==> config.mk <==
export PLATFORM = sky130hd
export DESIGN_NAME = pong_playfield_flat
export DESIGN_NICKNAME = d
export VERILOG_FILES = /design/src/rtl/pong_pkg.sv /design/src/rtl/pong_playfield_if.sv /design/src/rtl/pong_debouncer.sv /design/src/rtl/pong_playfield.sv /design/src/flat_wrapper.sv
export SDC_FILE = /design/constraint.sdc
export NUM_CORES = 1
export LEC_CHECK = 0
export ABC_AREA = 1
export BUFFER_PORTS_ARGS = -buffer_cell sky130_fd_sc_hd__buf_4
export CORE_MARGIN = 5
export CORE_UTILIZATION = 30
export CTS_BUF_LIST = sky130_fd_sc_hd__clkbuf_4 sky130_fd_sc_hd__clkbuf_8 sky130_fd_sc_hd__clkbuf_16
export CTS_CLUSTER_DIAMETER = 200
export DETAILED_ROUTE_END_ITERATION = 10
export PLACE_DENSITY = 0.54
export SLEW_MARGIN = 20
export SYNTH_ARGS = -nofsm -noshare
export SYNTH_HDL_FRONTEND = slang
export SYNTH_SLANG_ARGS = --single-unit
==> constraint.sdc <==
create_clock -name clk -period 4.65 [get_ports clk]
set_clock_uncertainty 0.1 [all_clocks]
set_input_delay 0.465 -clock clk [delete_from_list [all_inputs] [get_ports clk]]
set_output_delay 0.465 -clock clk [all_outputs]
set_load 0.01 [all_outputs]
==> src/rtl/pong_pkg.sv <==
// Shared screen geometry, object colours and small arithmetic helpers for the
// Pong playfield and its debouncers.
package pong_pkg;

  typedef logic [9:0]  coord_t;
  typedef logic [10:0] coord_ext_t;

  localparam coord_t SCR_W     = 10'd640;
  localparam coord_t SCR_H     = 10'd480;
  localparam coord_t REFR_ROW  = 10'd481;

  localparam coord_t LPAD_XL   = 10'd32;
  localparam coord_t LPAD_XR   = 10'd35;
  localparam coord_t RPAD_XL   = 10'd600;
  localparam coord_t RPAD_XR   = 10'd603;
  localparam coord_t PAD_H     = 10'd72;
  localparam coord_t PAD_TOP0  = 10'd204;
  localparam coord_t PAD_FLOOR = 10'd479;

  localparam coord_t BALL_SIZE = 10'd8;
  localparam coord_t BALL_X0   = 10'd316;
  localparam coord_t BALL_Y0   = 10'd236;
  localparam coord_t BALL_Y_MIN = 10'd1;
  localparam coord_t BALL_Y_MAX = 10'd478;
  localparam coord_t MISS_XL   = 10'd4;
  localparam coord_t MISS_XR   = 10'd635;

  typedef enum logic [2:0] {
    RGB_NONE = 3'b000,
    RGB_RPAD = 3'b001,
    RGB_LPAD = 3'b010,
    RGB_BALL = 3'b100
  } rgb_e;

  function automatic coord_ext_t ext(input coord_t v);
    return {1'b0, v};
  endfunction

  function automatic logic in_range(input coord_ext_t v, input coord_ext_t lo, input coord_ext_t hi);
    return (v >= lo) && (v <= hi);
  endfunction

  function automatic logic overlap(input coord_ext_t a_lo, input coord_ext_t a_hi,
                                   input coord_ext_t b_lo, input coord_ext_t b_hi);
    return (a_lo <= b_hi) && (a_hi >= b_lo);
  endfunction

  // btn is {up, down}; a paddle only moves when exactly one of them is held.
  function automatic coord_t pad_step(input coord_t top, input logic [1:0] btn, input coord_t v);
    coord_ext_t bottom;
    bottom = ext(top) + ext(PAD_H) - 11'd1;
    if ((btn == 2'b10) && (top > v)) begin
      return top - v;
    end else if ((btn == 2'b01) && (bottom < (ext(PAD_FLOOR) - ext(v)))) begin
      return top + v;
    end else begin
      return top;
    end
  endfunction

  function automatic logic [7:0] bcd_inc(input logic [7:0] s);
    logic [3:0] tens;
    logic [3:0] units;
    tens  = s[7:4];
    units = s[3:0];
    if (units >= 4'd9) begin
      units = 4'd0;
      if (tens >= 4'd9) begin
        tens = 4'd0;
      end else begin
        tens = tens + 4'd1;
      end
    end else begin
      units = units + 4'd1;
    end
    return {tens, units};
  endfunction

endpackage

==> src/rtl/pong_playfield_if.sv <==
// Pixel-side bus between the video timing/colour mux and the playfield.
interface pong_playfield_if;
  import pong_pkg::*;

  coord_t     pix_x;
  coord_t     pix_y;
  logic       graph_on;
  logic [2:0] graph_rgb;

  modport master (output pix_x, pix_y, input graph_on, graph_rgb);
  modport slave  (input pix_x, pix_y, output graph_on, graph_rgb);
endinterface

==> src/rtl/pong_debouncer.sv <==
// Button debouncer: two-flop synchroniser followed by a stability counter;
// the output follows the input once it has differed for 2^DB_BITS clocks.
module pong_debouncer #(
  parameter int DB_BITS = 20
) (
  input  logic clk,
  input  logic reset,
  input  logic din,
  output logic dout
);

  logic               sync1_r;
  logic               sync2_r;
  logic [DB_BITS-1:0] cnt_r;

  // Counter runs only while the synchronised input disagrees with the output.
  always_ff @(posedge clk) begin
    if (!reset) begin
      sync1_r <= 1'b0;
      sync2_r <= 1'b0;
      cnt_r   <= '0;
      dout    <= 1'b0;
    end else begin
      sync1_r <= din;
      sync2_r <= sync1_r;
      if (sync2_r == dout) begin
        cnt_r <= '0;
      end else if (&cnt_r) begin
        dout  <= sync2_r;
        cnt_r <= '0;
      end else begin
        cnt_r <= cnt_r + DB_BITS'(1);
      end
    end
  end

endmodule

==> src/rtl/pong_playfield.sv <==
// Pong game physics and object renderer: debounced paddles, a bouncing ball,
// hit/miss pulses and BCD scores, all advanced once per frame.
module pong_playfield
  import pong_pkg::*;
#(
  parameter int DB_BITS = 20,
  parameter int PAD_V   = 4,
  parameter int BALL_V  = 2
) (
  input  logic        clk,
  input  logic        reset,
  input  logic [1:0]  btn1,
  input  logic [1:0]  btn2,
  input  logic        graph_still,
  output logic [1:0]  btn1_db,
  output logic [1:0]  btn2_db,
  output logic        hit_left,
  output logic        hit_right,
  output logic        miss,
  output logic [7:0]  left_score,
  output logic [7:0]  right_score,
  pong_playfield_if.slave vid
);

  localparam coord_t PV = 10'(PAD_V);
  localparam coord_t BV = 10'(BALL_V);

  for (genvar i = 0; i < 2; i++) begin : g_db
    pong_debouncer #(.DB_BITS(DB_BITS)) u_db1 (.clk(clk), .reset(reset), .din(btn1[i]), .dout(btn1_db[i]));
    pong_debouncer #(.DB_BITS(DB_BITS)) u_db2 (.clk(clk), .reset(reset), .din(btn2[i]), .dout(btn2_db[i]));
  end

  coord_t     lpad_top_r, rpad_top_r, bx_r, by_r;
  logic       vx_neg_r, vy_neg_r;
  coord_t     lpad_top_n, rpad_top_n, bx_n, by_n;
  logic       vx_neg_n, vy_neg_n;
  logic       hit_left_n, hit_right_n, miss_left_n, miss_right_n;
  logic [7:0] left_score_n, right_score_n;
  logic       tick_s, lov_s, rov_s;
  coord_ext_t bx_end_s, by_end_s;

  assign tick_s   = (vid.pix_y == REFR_ROW) && (vid.pix_x == 10'd0);
  assign bx_end_s = ext(bx_r) + ext(BALL_SIZE) - 11'd1;
  assign by_end_s = ext(by_r) + ext(BALL_SIZE) - 11'd1;
  assign lov_s = overlap(ext(by_r), by_end_s, ext(lpad_top_r), ext(lpad_top_r) + ext(PAD_H) - 11'd1);
  assign rov_s = overlap(ext(by_r), by_end_s, ext(rpad_top_r), ext(rpad_top_r) + ext(PAD_H) - 11'd1);

  // Paddles keep responding while the ball is held at centre.
  assign lpad_top_n = tick_s ? pad_step(lpad_top_r, btn1_db, PV) : lpad_top_r;
  assign rpad_top_n = tick_s ? pad_step(rpad_top_r, btn2_db, PV) : rpad_top_r;

  // Ball physics: one prioritised event per frame, then move with the new velocity.
  always_comb begin
    bx_n         = bx_r;
    by_n         = by_r;
    vx_neg_n     = vx_neg_r;
    vy_neg_n     = vy_neg_r;
    hit_left_n   = 1'b0;
    hit_right_n  = 1'b0;
    miss_left_n  = 1'b0;
    miss_right_n = 1'b0;
    if (graph_still) begin
      bx_n     = BALL_X0;
      by_n     = BALL_Y0;
      vx_neg_n = 1'b0;
      vy_neg_n = 1'b0;
    end else if (tick_s) begin
      if (by_r <= BALL_Y_MIN) begin
        vy_neg_n = 1'b0;
      end else if (by_end_s >= ext(BALL_Y_MAX)) begin
        vy_neg_n = 1'b1;
      end else if (in_range(ext(bx_r), ext(LPAD_XL), ext(LPAD_XR)) && lov_s && vx_neg_r) begin
        vx_neg_n   = 1'b0;
        hit_left_n = 1'b1;
      end else if (in_range(bx_end_s, ext(RPAD_XL), ext(RPAD_XR)) && rov_s && !vx_neg_r) begin
        vx_neg_n    = 1'b1;
        hit_right_n = 1'b1;
      end else if (bx_r < MISS_XL) begin
        miss_left_n = 1'b1;
      end else if (bx_end_s > ext(MISS_XR)) begin
        miss_right_n = 1'b1;
      end else begin
        miss_right_n = 1'b0;
      end
      bx_n = vx_neg_n ? (bx_r - BV) : (bx_r + BV);
      by_n = vy_neg_n ? (by_r - BV) : (by_r + BV);
    end else begin
      bx_n = bx_r;
      by_n = by_r;
    end
  end

  // A ball lost on one side scores a point for the opposite player.
  assign right_score_n = miss_left_n  ? bcd_inc(right_score) : right_score;
  assign left_score_n  = miss_right_n ? bcd_inc(left_score)  : left_score;

  // Game state registers.
  always_ff @(posedge clk) begin
    if (!reset) begin
      lpad_top_r  <= PAD_TOP0;
      rpad_top_r  <= PAD_TOP0;
      bx_r        <= BALL_X0;
      by_r        <= BALL_Y0;
      vx_neg_r    <= 1'b0;
      vy_neg_r    <= 1'b0;
      hit_left    <= 1'b0;
      hit_right   <= 1'b0;
      miss        <= 1'b0;
      left_score  <= 8'h00;
      right_score <= 8'h00;
    end else begin
      lpad_top_r  <= lpad_top_n;
      rpad_top_r  <= rpad_top_n;
      bx_r        <= bx_n;
      by_r        <= by_n;
      vx_neg_r    <= vx_neg_n;
      vy_neg_r    <= vy_neg_n;
      hit_left    <= hit_left_n;
      hit_right   <= hit_right_n;
      miss        <= miss_left_n | miss_right_n;
      left_score  <= left_score_n;
      right_score <= right_score_n;
    end
  end

  logic in_scr_s, ball_on_s, lpad_on_s, rpad_on_s;
  rgb_e rgb_s;

  // Pixel renderer; the ball is drawn over the paddles.
  always_comb begin
    in_scr_s  = (vid.pix_x < SCR_W) && (vid.pix_y < SCR_H);
    ball_on_s = in_scr_s && in_range(ext(vid.pix_x), ext(bx_r), bx_end_s)
                         && in_range(ext(vid.pix_y), ext(by_r), by_end_s);
    lpad_on_s = in_scr_s && in_range(ext(vid.pix_x), ext(LPAD_XL), ext(LPAD_XR))
                         && in_range(ext(vid.pix_y), ext(lpad_top_r), ext(lpad_top_r) + ext(PAD_H) - 11'd1);
    rpad_on_s = in_scr_s && in_range(ext(vid.pix_x), ext(RPAD_XL), ext(RPAD_XR))
                         && in_range(ext(vid.pix_y), ext(rpad_top_r), ext(rpad_top_r) + ext(PAD_H) - 11'd1);
    if (ball_on_s) begin
      rgb_s = RGB_BALL;
    end else if (lpad_on_s) begin
      rgb_s = RGB_LPAD;
    end else if (rpad_on_s) begin
      rgb_s = RGB_RPAD;
    end else begin
      rgb_s = RGB_NONE;
    end
  end

  assign vid.graph_on  = ball_on_s | lpad_on_s | rpad_on_s;
  assign vid.graph_rgb = rgb_s;

endmodule

==> src/flat_wrapper.sv <==
// flat-port wrapper written by rule: the top's interface ports become plain ports
module pong_playfield_flat import pong_pkg::*;
#(
  parameter int DB_BITS = 20,
  parameter int PAD_V   = 4,
  parameter int BALL_V  = 2
)
  (clk, reset, btn1, btn2, graph_still, btn1_db, btn2_db, hit_left, hit_right, miss, left_score, right_score, vid_pix_x, vid_pix_y, vid_graph_on, vid_graph_rgb);
  pong_playfield_if vid_i ();
  input  logic clk;
  input  logic reset;
  input  logic [1:0] btn1;
  input  logic [1:0] btn2;
  input  logic graph_still;
  output logic [1:0] btn1_db;
  output logic [1:0] btn2_db;
  output logic hit_left;
  output logic hit_right;
  output logic miss;
  output logic [7:0] left_score;
  output logic [7:0] right_score;
  input wire logic [$bits(vid_i.pix_x)-1:0] vid_pix_x;
  input wire logic [$bits(vid_i.pix_y)-1:0] vid_pix_y;
  output wire logic [$bits(vid_i.graph_on)-1:0] vid_graph_on;
  output wire logic [$bits(vid_i.graph_rgb)-1:0] vid_graph_rgb;
  assign vid_i.pix_x = vid_pix_x;
  assign vid_i.pix_y = vid_pix_y;
  assign vid_graph_on = vid_i.graph_on;
  assign vid_graph_rgb = vid_i.graph_rgb;
  pong_playfield #(.DB_BITS(DB_BITS), .PAD_V(PAD_V), .BALL_V(BALL_V)) u_core (.clk(clk), .reset(reset), .btn1(btn1), .btn2(btn2), .graph_still(graph_still), .btn1_db(btn1_db), .btn2_db(btn2_db), .hit_left(hit_left), .hit_right(hit_right), .miss(miss), .left_score(left_score), .right_score(right_score), .vid(vid_i));
endmodule
==> metrics.txt <==
# TYPE chip_impl_metric gauge
chip_impl_info{name="status",value="finished, final reports clean"} 1
chip_impl_metric{name="totalWireLength",unit="um"} 28860
chip_impl_metric{name="placed_area",unit="um2"} 11720
chip_impl_metric{name="die-area",unit="um2"} 39880
chip_impl_metric{name="crit_fanout",unit=""} 8
chip_impl_metric{name="nets",unit=""} 1776
chip_impl_metric{name="antenna_cells_inserted",unit=""} 0
chip_impl_metric{name="clk_transition_reported_paths",unit="ns"} 0.07
chip_impl_metric{name="number_of_max_cap_violations",unit=""} 0
chip_impl_metric{name="synth.avg_cell_area",unit="um2"} 6.938
chip_impl_metric{name="worstMarginPinSlew",unit="ns"} 0.9050
chip_impl_metric{name="buffer_ports.inserted",unit=""} 53
chip_impl_metric{name="instances_no_fill",unit=""} 2093
chip_impl_metric{name="grt_start_max_net_pins",unit=""} 30
chip_impl_metric{name="track_usage",unit="%"} 14.54
chip_impl_metric{name="grt_pass1_wl",unit="um"} 47290
chip_impl_info{name="ctsRootBufferMaster",value="clkbuf_16"} 1
chip_impl_metric{name="finalHoldViolations",unit=""} 0
chip_impl_metric{name="antenna_left",unit=""} 0
chip_impl_metric{name="clkLatencyLatePin",unit="ns"} 0.43
chip_impl_metric{name="gp_routability_congestion",unit=""} 0.8973
chip_impl_info{name="worstSetupEndpointType",value="flip-flop"} 1
chip_impl_metric{name="final_design_area_no_fill",unit="um2"} 12370
chip_impl_metric{name="min_period",unit="ns"} 4.284
chip_impl_metric{name="final.period_utilization",unit="%"} 92.13
chip_impl_metric{name="ys_seq_area_share",unit="%"} 27.26
chip_impl_metric{name="p_per_area",unit="nW/um2"} 228.7
chip_impl_metric{name="max_freq",unit="MHz"} 233.4
chip_impl_info{name="worst-setup-path-type",value="flip-flop to flip-flop"} 1
chip_impl_metric{name="cts_inserted_buffers",unit=""} 17
chip_impl_metric{name="row_count",unit=""} 69
chip_impl_metric{name="cp.required",unit="ns"} 4.90
chip_impl_metric{name="place_inst",unit=""} 2058
chip_impl_metric{name="ys_types",unit=""} 61
chip_impl_metric{name="worst_slew_margin_rel",unit="%"} 39.16
chip_impl_metric{name="clk_path_buf_depth",unit=""} 2
chip_impl_info{name="critPathSlowestCell",value="dfxtp_1"} 1
chip_impl_metric{name="cts.hold.buffers_added",unit=""} 0
chip_impl_info{name="unrepaired_setup_endpoints_after_global_routing",value="no"} 1
chip_impl_metric{name="report.final.slew_viol_count",unit=""} 0
chip_impl_metric{name="crit_path_max_incr_delay",unit="ns"} 0.44
chip_impl_metric{name="drt-wirelength-per-cell",unit="um"} 13.79
chip_impl_metric{name="ioPinCount",unit=""} 54
chip_impl_metric{name="placed_wire_length_estimate_after_detailed_placement",unit="um"} 22420
chip_impl_metric{name="htree_levels",unit=""} 4
chip_impl_metric{name="p_leak",unit="nW"} 5.605
chip_impl_metric{name="async_reset_ff_share",unit="%"} 0
chip_impl_metric{name="initial_antenna_violation_count",unit=""} 0
chip_impl_metric{name="dr.first_iter.drc_count",unit=""} 550
chip_impl_metric{name="final_layout_size_suffix_gt1_share",unit="%"} 9.559
chip_impl_metric{name="power.clock.fraction",unit="%"} 50.1
chip_impl_metric{name="yosys_register_bits",unit=""} 147
chip_impl_metric{name="die_h",unit="um"} 199.7
chip_impl_metric{name="grt_pass1_vias",unit=""} 9562
chip_impl_metric{name="postLayoutCoreUtil",unit="%"} 34.78
chip_impl_metric{name="drt_drc_violations_left",unit=""} 0
chip_impl_metric{name="yosysWarnings",unit=""} 0
chip_impl_metric{name="pwr-share-seq",unit="%"} 44.7
chip_impl_metric{name="clkSinkCount",unit=""} 147
chip_impl_info{name="cts_tree",value="built"} 1
chip_impl_info{name="crit_path_start_kind",value="flip-flop"} 1
chip_impl_metric{name="grt_remaining_overflow",unit=""} 0
chip_impl_metric{name="power.net_switching",unit="mW"} 0.6716
chip_impl_metric{name="cellInternalPower",unit="mW"} 2.158
chip_impl_metric{name="irDropWorstVdd",unit="uV"} 200.7
chip_impl_metric{name="die_w",unit="um"} 199.7
chip_impl_metric{name="post_synthesis_instance_total",unit=""} 1556
chip_impl_metric{name="final.hold.worst_slack",unit="ns"} 0.1345
chip_impl_metric{name="synth-edff-count",unit=""} 0
chip_impl_metric{name="synthToLayoutAreaGrowth",unit="%"} 14.59
chip_impl_metric{name="setup-violations-final",unit=""} 0
chip_impl_metric{name="initial_core_util",unit="%"} 30.35
chip_impl_metric{name="share_comb_of_total_power",unit="%"} 5.2
chip_impl_metric{name="timing.setup.tns",unit="ns"} 0
chip_impl_metric{name="via_per_inst",unit=""} 4.817
chip_impl_metric{name="critPathArrivalTime",unit="ns"} 4.53
chip_impl_metric{name="syn-num-nets",unit=""} 1713
chip_impl_metric{name="drt-pass1-iter-count",unit=""} 6
chip_impl_metric{name="mappedNetlistArea",unit="um2"} 10800
chip_impl_info{name="most_instantiated_flip_flop_cell_in_the_synthesis_netlist",value="dfxtp_1"} 1
chip_impl_metric{name="design.core.area",unit="um2"} 35570
chip_impl_info{name="hold_path.class",value="primary input to flip-flop"} 1
chip_impl_metric{name="via_count",unit=""} 10080
chip_impl_metric{name="switching_share",unit="%"} 23.73
[metrics by stage]
stage	setup WS, ns	total power [mW]
after global routing	0.007629	2.956
after global placement	0.3581	1.440
final	0.3661	2.830
after floorplan	0.8157	1.375
after CTS	0.2384	2.876
after detailed placement	0.2532	1.441
[sequential cells by signal, indices dropped and copies added (netlist names)]
register	count
u_core.vx_neg_r	1
u_core.g_db.u_db2.sync2_r	2
u_core.miss	1
u_core.g_db.u_db1.sync2_r	2
u_core.g_db.u_db2.sync1_r	2
u_core.right_score	8
u_core.g_db.u_db2.dout	2
u_core.by_r	9
u_core.lpad_top_r	8
u_core.g_db.u_db1.dout	2
u_core.g_db.u_db1.sync1_r	2
u_core.rpad_top_r	8
u_core.left_score	8
u_core.hit_left	1
u_core.g_db.u_db1.cnt_r	40
u_core.hit_right	1
u_core.g_db.u_db2.cnt_r	40
u_core.bx_r	9
u_core.vy_neg_r	1
[cells in the final DEF, fill, tap and decap left out, types with 6 or more instances in the layout]
| cell type | Yosys | routed |
|---|---|---|
| dfxtp_1 | 147 | 144 |
| o21ai_0 | 66 | 66 |
| nor3b_1 | 22 | 22 |
| nand3_1 | 101 | 101 |
| nand4_1 | 43 | 43 |
| and3_1 | 6 | 6 |
| nor4_1 | 10 | 10 |
| clkbuf_16 | 0 | 17 |
| a211oi_1 | 8 | 8 |
| inv_1 | 223 | 222 |
| a21oi_1 | 114 | 114 |
| xnor2_1 | 6 | 6 |
| nor2_1 | 162 | 161 |
| xor2_1 | 43 | 42 |
| buf_4 | 7 | 72 |
| o211ai_1 | 7 | 7 |
| or2_2 | 7 | 7 |
| nor3_1 | 41 | 41 |
| o221ai_1 | 6 | 6 |
| inv_2 | 6 | 7 |
| nand2_1 | 308 | 308 |
| ha_1 | 128 | 128 |
[worst paths after layout]
| kind | start | end | slack, ns | cells past startpoint |
|---|---|---|---|---|
| setup / recovery | u_core.by_r[3] | u_core.bx_r[9] | 0.37 | 26 |
| hold reg to reg | u_core.g_db[0].u_db2.sync1_r | u_core.g_db[0].u_db2.sync2_r | 0.32 | 2 |
| hold / removal | btn1[1] | u_core.g_db[1].u_db1.sync1_r | 0.13 | 3 |
| setup reg to reg | u_core.by_r[3] | u_core.bx_r[9] | 0.37 | 26 |
[power by group through the flow]
| stage | logic [mW] | clock network [mW] | registers [mW] |
|---|---|---|---|
| 6_report | 0.147 | 1.42 | 1.27 |
| 5_1_grt | 0.167 | 1.52 | 1.27 |
| 2_1_floorplan | 0.0820 | 0 | 1.29 |
| 3_3_place_gp | 0.146 | 0 | 1.29 |
| 3_5_place_dp | 0.148 | 0 | 1.29 |
| 4_1_cts | 0.148 | 1.46 | 1.27 |
[worst max-delay path: cells and delay by family (launching register included)]
family          cells  cell delay (ns)
compound gates      6             1.00
xor+xnor            1             0.21
buf+inv             1             0.20
flops               1             0.44
simple gates       16             1.56
fa+ha+maj           2             0.69
[routing by layer]
| metal | GRT usage [%] | up-vias | share of wire [%] |
|---|---|---|---|
| met5 | 0 | - | 0 |
| met4 | 4.302 | 0 | 1.9 |
| met3 | 2.445 | 28 | 3.6 |
| met2 | 23.57 | 176 | 45 |
| met1 | 19.88 | 4587 | 49 |
| li1 | - | 5290 | - |
[cells in the mapped netlist, types with 7 or more instances]
master | count | share of area [%]
or2_2 | 7 | 0.41
inv_1 | 223 | 7.8
nand2_1 | 308 | 11
nor3b_1 | 22 | 1.5
a211oi_1 | 8 | 0.56
o21ai_0 | 66 | 3.1
nor4_1 | 10 | 0.58
xor2_1 | 43 | 3.5
buf_4 | 7 | 0.49
nand3_1 | 101 | 4.7
o211ai_1 | 7 | 0.49
dfxtp_1 | 147 | 27
nand4_1 | 43 | 2.5
nor3_1 | 41 | 1.9
a21oi_1 | 114 | 5.3
ha_1 | 128 | 15
nor2_1 | 162 | 5.6
clkbuf_1 | 11 | 0.38
[final cells by class]
| type | instances | area [um2] |
|---|---|---|
| clock inverters | 12 | 142.6 |
| multi-input cells | 1148 | 6823 |
| clock buffers | 20 | 466.7 |
| fillers | 3821 | 23200 |
| repair buffers | 72 | 540.5 |
| inverters | 233 | 874.6 |
| well taps | 461 | 576.8 |
| flip-flops and latches | 147 | 2947 |
[repair_timing]
item                                    4_1_cts  5_1_grt
gates resized for setup                       0        7
endpoints found under the setup margin        0        2
hold endpoints to repair                      0        0
setup buffers                                 0        3
[kinds of logic (layout without fill, tap and decap cells)]
logic type / Yosys count / count (layout) / synth area share [%]
fa+ha+maj: 130 / 130 / 15.21
compound gates: 235 / 235 / 12.56
buf+inv: 261 / 337 / 9.678
simple gates: 734 / 734 / 31.32
flops: 147 / 147 / 27.26
xor+xnor: 49 / 49 / 3.975
(Power assumes the default switching activity.)
